$ cat src/rtl/fetch_queue.sv
// Instruction fetch stage with a prefetch queue between a synchronous ROM and decode.
// It has a valid/ready output, a one-cycle redirect flush and a saturating redirect counter.
module fetch_queue #(
   parameter int              XLEN     = 32,
   parameter int              ROM_AW   = 8,
   parameter int              DEPTH    = 4,
   parameter logic [XLEN-1:0] RESET_PC = '0,
   parameter logic [XLEN-1:0] NOP      = 32'h0000_0013
) (
   input  logic              clk,
   input  logic              rst,
   input  logic              enable,
   output logic [ROM_AW-1:0] rom_address,
   input  logic [XLEN-1:0]   rom_data,
   input  logic              redirect,
   input  logic [XLEN-1:0]   redirect_target,
   output logic              out_valid,
   input  logic              out_ready,
   output logic [XLEN-1:0]   out_instr,
   output logic [XLEN-1:0]   out_pc,
   output logic [15:0]       flush_count
);

   localparam int PW = $clog2(DEPTH);
   localparam int CW = $clog2(DEPTH) + 1;

   logic [XLEN-1:0] fetch_pc;
   logic [XLEN-1:0] inflight_pc;
   logic            inflight;
   logic [CW-1:0]   count;
   logic [CW-1:0]   occupancy;
   logic [PW-1:0]   rd_ptr;
   logic [PW-1:0]   wr_ptr;
   logic [XLEN-1:0] mem_instr [DEPTH];
   logic [XLEN-1:0] mem_pc    [DEPTH];
   logic            issue;
   logic            capture;
   logic            pop;
   logic            not_empty;

   // Reservation counts the word in flight so a capture always finds a free slot.
   assign occupancy = count + CW'(inflight);
   assign issue     = enable && !redirect && (occupancy < CW'(DEPTH));
   assign capture   = inflight && !redirect;
   assign pop       = out_valid && out_ready && !redirect;
   assign not_empty = (count != '0);

   assign rom_address = fetch_pc[ROM_AW+1:2];
   assign out_valid   = enable && not_empty;
   assign out_instr   = not_empty ? mem_instr[rd_ptr] : NOP;
   assign out_pc      = not_empty ? mem_pc[rd_ptr]    : '0;

   // NOTE: sequential state uses non-blocking assignments so every flop samples pre-edge values.
   always_ff @(posedge clk) begin
      if (rst) begin
         fetch_pc    <= RESET_PC;
         inflight_pc <= '0;
         inflight    <= 1'b0;
         count       <= '0;
         rd_ptr      <= '0;
         wr_ptr      <= '0;
         flush_count <= '0;
      end else if (redirect) begin
         fetch_pc    <= redirect_target & ~{{(XLEN-2){1'b0}}, 2'b11};
         inflight    <= 1'b0;
         count       <= '0;
         rd_ptr      <= '0;
         wr_ptr      <= '0;
         if (flush_count != 16'hFFFF) flush_count <= flush_count + 16'd1;
      end else begin
         inflight <= issue;
         if (issue) begin
            inflight_pc <= fetch_pc;
            fetch_pc    <= fetch_pc + XLEN'(4);
         end
         if (capture) wr_ptr <= wr_ptr + PW'(1);
         if (pop)     rd_ptr <= rd_ptr + PW'(1);
         case ({capture, pop})
            2'b10:   count <= count + CW'(1);
            2'b01:   count <= count - CW'(1);
            default: count <= count;
         endcase
      end
   end

   // NOTE: queue storage has no reset; count gates every read, so stale contents are never observed.
   always_ff @(posedge clk) begin
      if (!rst && capture) begin
         mem_instr[wr_ptr] <= rom_data;
         mem_pc[wr_ptr]    <= inflight_pc;
      end
   end

endmodule

$ cat config.mk
export PLATFORM = sky130hd
export DESIGN_NAME = fetch_queue
export DESIGN_NICKNAME = d
export VERILOG_FILES = /design/src/rtl/fetch_queue.sv
export SDC_FILE = /design/constraint.sdc
export NUM_CORES = 1
export LEC_CHECK = 0
export BUFFER_PORTS_ARGS = -buffer_cell sky130_fd_sc_hd__buf_2
export CAP_MARGIN = 20
export CORE_MARGIN = 5
export CORE_UTILIZATION = 52
export DETAILED_ROUTE_END_ITERATION = 12
export PLACE_DENSITY = 0.85
export SYNTH_ARGS = -nofsm -noshare
export SYNTH_HDL_FRONTEND = slang
export SYNTH_SLANG_ARGS = --single-unit
$ cat constraint.sdc
create_clock -name clk -period 2.45 [get_ports clk]
set_input_delay 0 -clock clk [delete_from_list [all_inputs] [get_ports clk]]
set_output_delay 0 -clock clk [all_outputs]
set_load 0.05 [all_outputs]
==> results.md <==
- Final Hold Fails: 0
- Status: completed
- Vias in the first global route: 8,542
- Hold path startpoint: redirect
- CP max FO: 15
- Die Span Y: 171 µm
- Fmax: 430 MHz
- RD Place Congestion: 0.890
- R2R cell count: 8
- Seq/Total Area, Yosys: 68.1%
- DR WL/cell: 19.4 µm
- DRT Wirelength: 28,500 µm
- Starting DRC count in detailed routing: 717
- DR vias: 8,134
- Slowest-stage cell, CP: dfxtp_4
- Gr usage total: 19.6%
- Max-cap violations: 0
- RSZ-0062 raised after global routing: false
- Clock transition at path regs: 0.06 ns
- CP max stage delay: 0.55 ns
- Hold Path Cell Cnt: 4
- R2R setup slack: 0.21 ns
- Share of cells above drive strength 1: 27.2%
- Worst-Margin Slew: 0.739 ns
- Final Setup Violations: 0
- Clock Latency Late Sink: 0.51 ns
- Total gr overflow: 0
- Core ar.: 25,300 µm²
- Synth area leader: edfxtp_1
- Crit. End Element: output pin
- Asr flop ratio synth: 0%
- PwrDens: 709 nW/µm²
- Layout Nets: 1,191
- PortBufs: 153
- Pre-antenna DRT Iters: 5
- Crit path cell chain: buf_4, mux4_2, or2_2, buf_2
- FF-to-FF End: count[2]
- Main synth FF type: edfxtp_1
- Reg-to-reg startpoint: count[0]
- Critical path type: reg2out
- Post-synthesis cell area: 13,500 µm²
- Post-DP HPWL: 17,600 µm
- Post-synth EDFFs: 248
- Setup TNS: 0 ns
- H-tree depth: 2
- Synth top area share: 55.3%
- Final Skew: 0.0206 ns
- CTS tree: yes
- Clock tree buffer depth: 3
- Period utilization: 95.0%
- Wire length of the first global-routing pass: 45,500 µm
- Peak supply drop: 0.524 mV
- # DRC: 0
- Yosys warns: 0
- Fillers: 1,725
- FF+latch area: 9170 µm²
- Largest net degree at the start of global routing: 64
- Worst setup SP type: flip-flop
- Critical path arrival: 2.33 ns
- Cells after Synth: 890
- Area grow syn2layout: 22.1%
- Post-Syn Area per Cell: 15.1 µm²
- Relative slew slack: 50.7%
- Fin crit period: 2.33 ns
- Number of synthesized register bits: 334
- Initial antenna violation count: 0
- Cell leakage power: 0.00567 µW
- Num CTS Buffers: 35
- DIE WIDTH: 171 µm
- Multi-input logic area: 3980 µm²
- Max-slew violations: 0
- Die ar.: 29,200 µm²
- Tightest Hold Check Type: in2reg
- Starting Density: 53.1%
- Hold EP: fetch_pc[7]
- Vias per inst: 5.54
- Top post-synthesis cells by area: edfxtp_1 (55%), dfxtp_1 (13%), mux4_2 (10%)
- Hold slack: 0.0345 ns
- Io pins: 158
- Clock sink count: 334
- Post-DRT Antenna Nets: 0
- Num rows: 58
- Unique masters post-synth: 58
- Clk root buf: clkbuf_16
- CP required: 2.45 ns
- Antenna diodes: 0
-- power by group --
| part | switching [µW] | internal (µW) |
|---|---|---|
| sequential | 76.2 | 6110 |
| clock | 2090 | 2870 |
| combinational | 281 | 203 |
| total | 2450 | 9190 |
-- flip-flops by register name, summed over array words and instances, names as in the netlist, named ones only --
| signal | count |
|---|---|
| count | 3 |
| rd_ptr | 2 |
| wr_ptr | 2 |
| fetch_pc | 30 |
| inflight | 1 |
| flush_count | 16 |
| inflight_pc | 30 |
| mem_pc | 120 |
| mem_instr | 128 |
-- cell usage in the layout, fill, tap and decap left out, types with 3 or more instances in the layout --
cell	synthesis	routed
edfxtp_1	248	248
buf_2	11	153
nand2_1	92	92
dfxtp_1	86	84
dlygate4sd3_1	0	67
mux4_2	62	62
nor2b_1	60	60
a21oi_1	46	46
nor2_1	43	42
clkbuf_16	0	36
xnor2_1	20	20
xor2_1	20	20
nand3_1	18	18
inv_1	13	13
o21ai_0	13	13
a211oi_1	13	13
nor3_1	12	11
buf_4	11	11
buf_12	0	10
and4_1	7	7
nor4_1	7	7
ha_1	7	7
clkinv_2	0	7
nand4_1	6	6
and2_1	6	6
or3_1	5	5
clkbuf_1	31	5
clkinv_1	0	5
and3_2	0	4
or2_2	3	3
o21a_1	3	3
and3_1	7	3
o22ai_1	3	3
a311oi_1	3	3
-- worst max-delay path, delay by kind of cell (launching register included) --
family,cells,cell delay [ns]
simple gates,1,0.28
flops,1,0.55
mux,1,0.50
buf+inv,2,0.47
-- routing by layer --
| layer | GRT usage [%] | wire [µm] |
|---|---|---|
| met3 | 4.04 | 2070 |
| met2 | 34.3 | 14300 |
| met4 | 4.89 | 535 |
| met5 | 0 | 0 |
| met1 | 25.3 | 11600 |
-- cell families (layout without fill, tap and decap cells) --
kind of cell	Yosys count	count (layout)	synth area share [%]
buffers and inverters	69	316	2.39
other	1	2	0.0279
adder cells (fa/ha/maj)	8	8	0.800
multiplexers	64	64	10.5
XOR/XNOR	40	40	2.60
AND/OR/NAND/NOR	275	275	10.6
AO/OA/AOI/OAI	99	99	4.91
flip-flops	334	334	68.1
-- stage by stage --
step | setup slack [ns] | total power (µW) | cell area, µm² | utilization, % | cells
2_1_floorplan | 0.262 | 6550 | 13500 | - | 891
3_3_place_gp | 0.350 | 6680 | 14700 | 57.9 | 1340
3_5_place_dp | 0.225 | 6700 | 14700 | 57.9 | 1340
4_1_cts | 0.0619 | 11700 | 16400 | 64.8 | 1468
5_1_grt | 0.00198 | 12000 | 16400 | 64.8 | 1468
6_report | 0.122 | 11600 | 16400 | 64.8 | 1468
-- cell usage after synthesis, types with 2 or more instances --
master / count
a211oi_1: 13
a21oi_1: 46
a311oi_1: 3
a31oi_1: 2
and2_1: 6
and3_1: 7
and4_1: 7
buf_2: 11
buf_4: 11
clkbuf_1: 31
dfxtp_1: 86
edfxtp_1: 248
ha_1: 7
inv_1: 13
mux2i_1: 2
mux4_2: 62
nand2_1: 92
nand3_1: 18
nand4_1: 6
nand4_4: 2
nor2_1: 43
nor2b_1: 60
nor3_1: 12
nor4_1: 7
o21a_1: 3
o21ai_0: 13
o22ai_1: 3
o311ai_0: 2
or2_2: 3
or3_1: 5
xnor2_1: 20
xor2_1: 20
-- final cells by class --
type / instances / share of cell area (%)
Sequential cell: 334 / 55.9
Multi-Input combinational cell: 488 / 24.2
Timing Repair Buffer: 241 / 10.5
Clock buffer: 43 / 5.77
Tap cell: 330 / 2.51
Clock inverter: 18 / 0.830
Inverter: 14 / 0.320
-- repair_timing --
| action | CTS | global route |
|---|---|---|
| resized for setup | 0 | 0 |
| hold endpoints to repair | 171 | 0 |
| hold buffers | 67 | 0 |
| buffers inserted | 0 | 0 |
-- worst max-delay path by stage --
stage	to	cells after the start
global placement	count[2]	8
CTS	out_instr[0]	4
finish	out_instr[1]	4
floorplan	count[2]	8
global route	out_instr[0]	4
detailed placement	count[2]	8
Power figures use the tool's default switching activity.
